<file path="src/rtl/dirc_controller.sv">
// Snake direction front end: synchronises and debounces push-buttons, filters turns, queues them, commits one per tick.
// Optional pause button and state enabled by defining DIRC_PAUSE_EN.
module dirc_controller #(
  parameter logic [19:0] DB_CYCLES = 20'd1000000,
  parameter int unsigned QDEPTH    = 2
) (
  input  logic       clk,
  input  logic       rstn,
  input  logic       btn_left,
  input  logic       btn_right,
  input  logic       btn_up,
  input  logic       btn_down,
  input  logic       tick,
`ifdef DIRC_PAUSE_EN
  input  logic       btn_pause,
  output logic       paused,
`endif
  output logic [1:0] dirc,
  output logic       moving,
  output logic [2:0] q_count
);

`ifdef DIRC_PAUSE_EN
  localparam int unsigned NB = 5;
`else
  localparam int unsigned NB = 4;
`endif

  localparam logic [1:0] PMAX = 2'(QDEPTH - 1);
  localparam logic [2:0] QD   = 3'(QDEPTH);

  localparam logic [1:0] D_LEFT  = 2'b00;
  localparam logic [1:0] D_RIGHT = 2'b01;
  localparam logic [1:0] D_UP    = 2'b10;
  localparam logic [1:0] D_DOWN  = 2'b11;

`ifdef DIRC_PAUSE_EN
  typedef enum logic [1:0] {ST_IDLE, ST_RUN, ST_PAUSE} state_t;
`else
  typedef enum logic [1:0] {ST_IDLE, ST_RUN} state_t;
`endif

  state_t state;

  logic [NB-1:0] raw;
  logic [NB-1:0] s1, s2, db, arm, press;
  logic [19:0]   cnt [NB];

`ifdef DIRC_PAUSE_EN
  assign raw = {btn_pause, btn_down, btn_up, btn_right, btn_left};
`else
  assign raw = {btn_down, btn_up, btn_right, btn_left};
`endif

  // Synchronisers reset to "pressed" and a button stays disarmed until it is
  // seen released, so a button held through reset cannot produce a press.
  always_ff @(posedge clk or negedge rstn) begin
    if (!rstn) begin
      s1    <= '1;
      s2    <= '1;
      db    <= '0;
      arm   <= '0;
      press <= '0;
      for (int unsigned i = 0; i < NB; i++) cnt[i] <= '0;
    end else begin
      s1  <= raw;
      s2  <= s1;
      arm <= arm | ~s2;
      for (int unsigned i = 0; i < NB; i++) begin
        press[i] <= 1'b0;
        if (arm[i] && (s2[i] != db[i])) begin
          if (cnt[i] == DB_CYCLES - 20'd1) begin
            db[i]    <= s2[i];
            cnt[i]   <= '0;
            press[i] <= s2[i];
          end else begin
            cnt[i] <= cnt[i] + 20'd1;
          end
        end else begin
          cnt[i] <= '0;
        end
      end
    end
  end

  logic       has_press;
  logic [1:0] pdir;

  always_comb begin
    has_press = 1'b1;
    pdir      = D_LEFT;
    if (press[2])      pdir = D_UP;
    else if (press[3]) pdir = D_DOWN;
    else if (press[0]) pdir = D_LEFT;
    else if (press[1]) pdir = D_RIGHT;
    else               has_press = 1'b0;
  end

  logic [1:0] qmem [4];
  logic [1:0] head, tail, tail_dir;
  logic [1:0] ref_dir;
  logic       active, full, pop, push, rev_ok, pause_press;

  function automatic logic [1:0] nxt(input logic [1:0] p);
    return (p == PMAX) ? 2'd0 : p + 2'd1;
  endfunction

  always_comb begin
    ref_dir = (q_count != 3'd0) ? tail_dir : dirc;
    full    = (q_count == QD);
`ifdef DIRC_PAUSE_EN
    active      = (state != ST_PAUSE);
    pause_press = press[4];
`else
    active      = 1'b1;
    pause_press = 1'b0;
`endif
    pop    = tick && (q_count != 3'd0) && active;
    rev_ok = (state == ST_IDLE) || (pdir != (ref_dir ^ 2'b01));
    // A full queue still accepts when the head is popped on the same edge.
    push   = has_press && active && (pdir != ref_dir) && rev_ok && (!full || pop);
  end

  always_ff @(posedge clk or negedge rstn) begin
    if (!rstn) begin
      state    <= ST_IDLE;
      dirc     <= D_RIGHT;
      moving   <= 1'b0;
      q_count  <= '0;
      head     <= '0;
      tail     <= '0;
      tail_dir <= '0;
      for (int unsigned i = 0; i < 4; i++) qmem[i] <= '0;
`ifdef DIRC_PAUSE_EN
      paused   <= 1'b0;
`endif
    end else begin
      if (push) begin
        qmem[tail] <= pdir;
        tail       <= nxt(tail);
        tail_dir   <= pdir;
      end
      if (pop) begin
        dirc <= qmem[head];
        head <= nxt(head);
      end
      case ({push, pop})
        2'b10:   q_count <= q_count + 3'd1;
        2'b01:   q_count <= q_count - 3'd1;
        default: q_count <= q_count;
      endcase

      case (state)
        ST_IDLE: begin
          if (pop) begin
            moving <= 1'b1;
            state  <= ST_RUN;
          end
        end
        ST_RUN: begin
          if (pause_press) begin
            state <= state_t'(2'd2);
`ifdef DIRC_PAUSE_EN
            paused <= 1'b1;
`endif
          end
        end
        default: begin
          if (pause_press) begin
            state <= ST_RUN;
`ifdef DIRC_PAUSE_EN
            paused <= 1'b0;
`endif
          end
        end
      endcase
    end
  end

endmodule

</file>
<file path="config.mk">
export PLATFORM = sky130hd
export DESIGN_NAME = dirc_controller
export DESIGN_NICKNAME = d
export VERILOG_FILES = /design/src/rtl/dirc_controller.sv
export SDC_FILE = /design/constraint.sdc
export NUM_CORES = 1
export LEC_CHECK = 0
export ABC_AREA = 1
export BUFFER_PORTS_ARGS = -buffer_cell sky130_fd_sc_hd__buf_2
export CORE_ASPECT_RATIO = 1.4
export CORE_MARGIN = 3
export CORE_UTILIZATION = 47
export CTS_BUF_LIST = sky130_fd_sc_hd__clkbuf_4
export CTS_CLUSTER_SIZE = 8
export DETAILED_ROUTE_END_ITERATION = 8
export HOLD_SLACK_MARGIN = 0.02
export SLEW_MARGIN = 20
export SYNTH_ARGS = -nofsm -noshare
export SYNTH_HDL_FRONTEND = slang
export SYNTH_SLANG_ARGS = --single-unit
</file>
<file path="constraint.sdc">
create_clock -name clk -period 2.65 [get_ports clk]
set_input_delay 0.3975 -clock clk [delete_from_list [all_inputs] [get_ports clk]]
set_output_delay 0.3975 -clock clk [all_outputs]
set_load 0.02 [all_outputs]
</file>
Yosys cells after proc, flatten, opt, wreduce, memory -nomap -nowiden. Index checks and enable logic that the tools add are counted.

Flip-flop bits (word level): 120. Input bits: 7. Logic and storage cells: 107.

Add/subtract/negate cells: 8. Magnitude comparators: 3. Equality and inequality tests: 15. Muxes and demuxes: 34. Bitwise logic cells: 5. Reduce and logical (&&, ||, !) cells: 20.

Operators by type and width (count): $mux 20 (8); $add 20x1->20 const B (4); $eq 20x20->1 const B (4); $mux 2 (8); $mux 1 (14); $reduce_and 2->1 (5); $logic_and 1x1->1 (9); $bwmux 8 (1); $eq 2x1->1 const B (3); $ge 3x3->1 const B (2); $not 2->3 (2); $pmux 3 s2 (1); $add 2x1->2 const B (2); $bmux 2 s2 (1); $demux 2 s2 (1); $ne 1x1->1 (4); $ne 2x2->1 (2); $not 4->4 (1); $or 4x4->4 (1); $add 3x1->3 const B (1); $eq 3x2->1 const B (1); $lt 3x1->1 const B (1); $reduce_bool 3->1 (1); $sub 3x1->3 const B (1); 6 further kinds (7).

Depth between registers and ports, before layout.
Word-level depth: 10. Depth in mapped cells: 16. Gate-level depth less buffers: 16.

Worst setup path before layout. Ideal clock, no wire load.

Path type: flip-flop to flip-flop. Start point: reg q_count[2]. End point: reg q_count[2]. Data arrival time: 2.078 ns. Path slack: 0.440 ns. Cell stages (with the launch flop): 16. Path through: dfrtp_1 nor2_4 nand2_2 nand2_1 nand2_1 nand2_1 nand2_1 nand3_1 nand2_2 inv_1 ha_1 inv_1 fa_1 a21oi_1 o21ai_0 xnor2_1.

Word-level cells in the longest chain between the ends: 9.

RTL lines: start, declared (RTL line 20) `output logic [2:0] q_count`; start signal, assigned (RTL line 148) `2'b10: q_count <= q_count + 3'd1;`; start signal, assigned (RTL line 149) `2'b01: q_count <= q_count - 3'd1;`; start signal, assigned (RTL line 150) `default: q_count <= q_count;`; $reduce_bool 3->1 (RTL line 109, 118); $mux 2 (RTL line 109) `ref_dir = (q_count != 3'd0) ? tail_dir : dirc;`; $not 1->1 (no source line); $ne 2x2->1 (RTL line 119) `rev_ok = (state == ST_IDLE) || (pdir != (ref_dir ^ 2'b01));`; $logic_or 1x1->1 (RTL line 119); $logic_and 1x1->1 (2 in a row) (RTL line 121) `push = has_press && active && (pdir != ref_dir) && rev_ok && (!full || pop);`; $eq 2x1->1 / $eq 2x2->1 (equally long branches) (RTL line 147) `case ({push, pop})`; $pmux 3 s2 / $reduce_bool 2->1 (equally long branches).

Several ways; a longest one is shown, not always the timed one. A chain may end at the register's enable or synchronous reset.

Final worst setup path. Same ends and word-level chain as after synthesis.

==> flow_summary.toml <==
[outcome]
status = "finished clean"

[timing]
hold_violations = 0
worst_slack_ps = 416
relSlewSlack_pct = 63.9
tns_ps = 0
finalCritPeriodShare_pct = 84.3
final-setup-viol-count = 0
rsz0062_at_grt = "no"
maxSlewViolCount = 0
skew_ps = 13.8
fmax_mhz = 448
worst-slew-pin-transition_ps = 542
min_period_ps = 2230

[cts]
cts.sinks = 120
cts-resized-gates = 0
clk_pin_slew_ps = 100
clock_latency_ps = 530
cts_buffer_depth = 2
cts_setup_buffers = 0
htreeDepth = 4
cts_hold_buf = 5
tritoncts = "built"
cts_buffers = 17
cts_root_buf = "clkbuf_4"

[logic_synthesis]
synth_top_cell_by_area = "dfrtp_1"
synth_flop_cell = "dfrtp_1"
synthMuxAreaShare_pct = 0
netlist_area_mm2 = 0.00616
synth_most_common_cell = "nand2_1"
synth.area.top_cells = "dfrtp_1, nand2_1, nor2_1"
synth-compound-area-share_pct = 4.92
synth_simple_gate_area_share_pct = 33.4
ys_seq_area_share_pct = 48.9
synthTopCellsByCount = "nand2_1, nor2_1, dfrtp_1"
syn-num-nets = 767
synth_adder_area_share_pct = 1.34
syn-instance-count = 754
syn_area_per_cell_um2 = 8.17
synth.distinct_cells = 39
async_reset_ff_share_pct = 100
yosys_register_bits = 120
synth_top_area_share_pct = 45.1
yosys.area_share.xor_xnor_pct = 4.55
synth_top_family_by_area = "simple AND/OR/NAND/NOR gates"
synth_warnings = 0
synth_edf_count = 0

[worst_setup_path]
crit_path_max_incr_delay_ps = 440
arrival_ps = 2650
startpoint_type = "flip-flop"
critPathKind = "flip-flop to flip-flop"
crit_top_cell = "nand2_1"
crit_slowest_cell = "dfrtp_1"
cp_cell_sequence = "nor2_4 -> nand2_2 -> nand2_1 -> nand2_1 -> nand2_1 -> nand2_1 -> nand3_1 -> nand2_2 -> inv_1 -> ha_1 -> inv_1 -> fa_1 -> a21oi_1 -> o21ai_0 -> xnor2_1"
cp_max_fo = 5
endpoint_kind = "flip-flop"
cp.required_ps = 3070

[min_path]
hold_path_class = "input port to flip-flop"

[routing]
viasPerCell = 5.03
drt_drc_violations_left = 0
num_vias = 4796
drt_first_iter_violations = 167
drtPass1Iterations = 4
antenna_left = 0
wl_per_cell_um = 12.6
drt_wl_total_um = 12100

[final_layout]
syn_to_final_growth_pct = 9.34
fin_util_pct = 53.7
drive_gt1_share_pct = 14.6
num-fill-cells = 1206
layout.nets = 803

[power_and_ir_drop]
irDropWorstVdd_mv = 0.306
power_leakage_nw = 3.06
power_density_mw_per_mm2 = 476

[floorplanning]
rows = 48
io_pins = 13
core_area_mm2 = 0.0126
start_util_pct = 49.1
fp.dieH_um = 141
die_w_um = 103
die_area_mm2 = 0.0145

[grt]
grt_max_degree = 63
antenna_found_initial = 1
grt_usage_pct = 18.4
grt_first_pass_wirelength_um = 21300
grt_pass1_vias = 4841
grt-ovfl-total = 0

[placement]
place.gp.congestion = 0.855
hpwl_um = 9120
pre_cts_ws_ps = 436
io_buffers = 12

[job]
maxCapViolCount = 0
==> per-stage QoR <==
step | cells | hold WS, ps | area (um^2) | power [W]
6_report | 954 | 149 | 6740 | 0.00320
5_1_grt | 954 | 112 | 6740 | 0.00338
4_1_cts | 953 | 97.1 | 6730 | 0.00327
3_5_place_dp | 916 | 347 | 6420 | 0.00202
3_3_place_gp | 916 | 347 | 6420 | 0.00202
2_1_floorplan | 754 | 102 | 6160 | 0.00196
==> placed cells by master (no fill, tap or decap), types with 4 or more instances in the layout <==
| cell type | instances |
|---|---|
| nor3_1 | 25 |
| inv_1 | 92 |
| nor4_1 | 5 |
| nand4_1 | 16 |
| dfrtp_1 | 111 |
| dlygate4sd3_1 | 5 |
| clkbuf_4 | 20 |
| nor3b_1 | 5 |
| nand2_1 | 145 |
| xor2_1 | 20 |
| clkinv_2 | 4 |
| nor2_1 | 128 |
| xnor2_1 | 12 |
| a21oi_1 | 21 |
| nor2_4 | 8 |
| buf_2 | 11 |
| nand3_1 | 51 |
| nand3_2 | 4 |
| dfstp_2 | 9 |
| nand2_2 | 12 |
| clkinv_1 | 4 |
| nor3_2 | 9 |
| ha_1 | 5 |
| o21ai_1 | 6 |
| nor2_2 | 9 |
| inv_2 | 14 |
| o21ai_0 | 21 |
==> critical path, delay by kind of cell (launching register included) <==
kind	cells	cell delay [ps]
and+or+nand+nor	8	610
adders and majority gates	2	530
DFF	1	440
AOI/OAI and AO/OA	2	270
buffers and inverters	2	140
xor gates and xnor gates	1	130
==> sequential cells by signal, indices dropped and copies added, names as in the netlist, 2 cells and up <==
register,count
press,4
head,2
arm,4
tail_dir,2
cnt,80
s1,4
db,4
dirc,2
s2,4
qmem,8
tail,2
q_count,3
==> final cells by class <==
class                           instances  area (um^2)  area share (%)
Clock inverter                         12          110            1.63
Timing Repair Buffer                   20          148            2.19
Sequential cell                       120         3010            44.8
Tap cell                              150          188            2.79
Multi-Input combinational cell        525         2730            40.5
Antenna cell                            1         2.50          0.0372
Inverter                              106          398            5.91
Clock buffer                           20          150            2.23
==> power by group <==
part | total, W | switching, W | internal, W
logic | 0.000114 | 0.0000809 | 0.0000327
registers | 0.00187 | 0.0000145 | 0.00186
clock network | 0.00122 | 0.000649 | 0.000571
==> path summary, 6_finish.rpt <==
| check | endpoint | from | slack (ps) | cells after the start |
|---|---|---|---|---|
| worst max-delay path | q_count[2]$_DFFE_PN0P_ | q_count[2]$_DFFE_PN0P_ | 420 | 15 |
| worst min-delay path | moving$_DFFE_PN0P_ | tick | 150 | 3 |
| worst max register to register | q_count[2]$_DFFE_PN0P_ | q_count[2]$_DFFE_PN0P_ | 420 | 15 |
| worst min register to register | s2[2]$_DFF_PN1_ | s1[2]$_DFF_PN1_ | 360 | 0 |
| max in group asynchronous | s2[1]$_DFF_PN1_ | rstn | 1510 | 3 |
| min in group asynchronous | cnt[75]$_DFF_PN0_ | rstn | 390 | 2 |
==> per-layer routing <==
layer | wire length (um) | track usage (%) | up-vias
met4 | 209 | 6.62 | 0
met1 | 5150 | 21.5 | 2255
met5 | 0 | 0 | -
met2 | 6400 | 32.1 | 48
li1 | - | - | 2475
met3 | 301 | 4.77 | 18
==> cell families (layout without fill, tap and decap cells) <==
family          count (synthesis)  count (layout)
buf+inv                       109             158
flops                         120             120
other cells                     0               1
compound gates                 56              56
simple gates                  431             431
xor+xnor                       32              32
fa+ha+maj                       6               6
No activity file was read; power rests on OpenSTA's default activity.
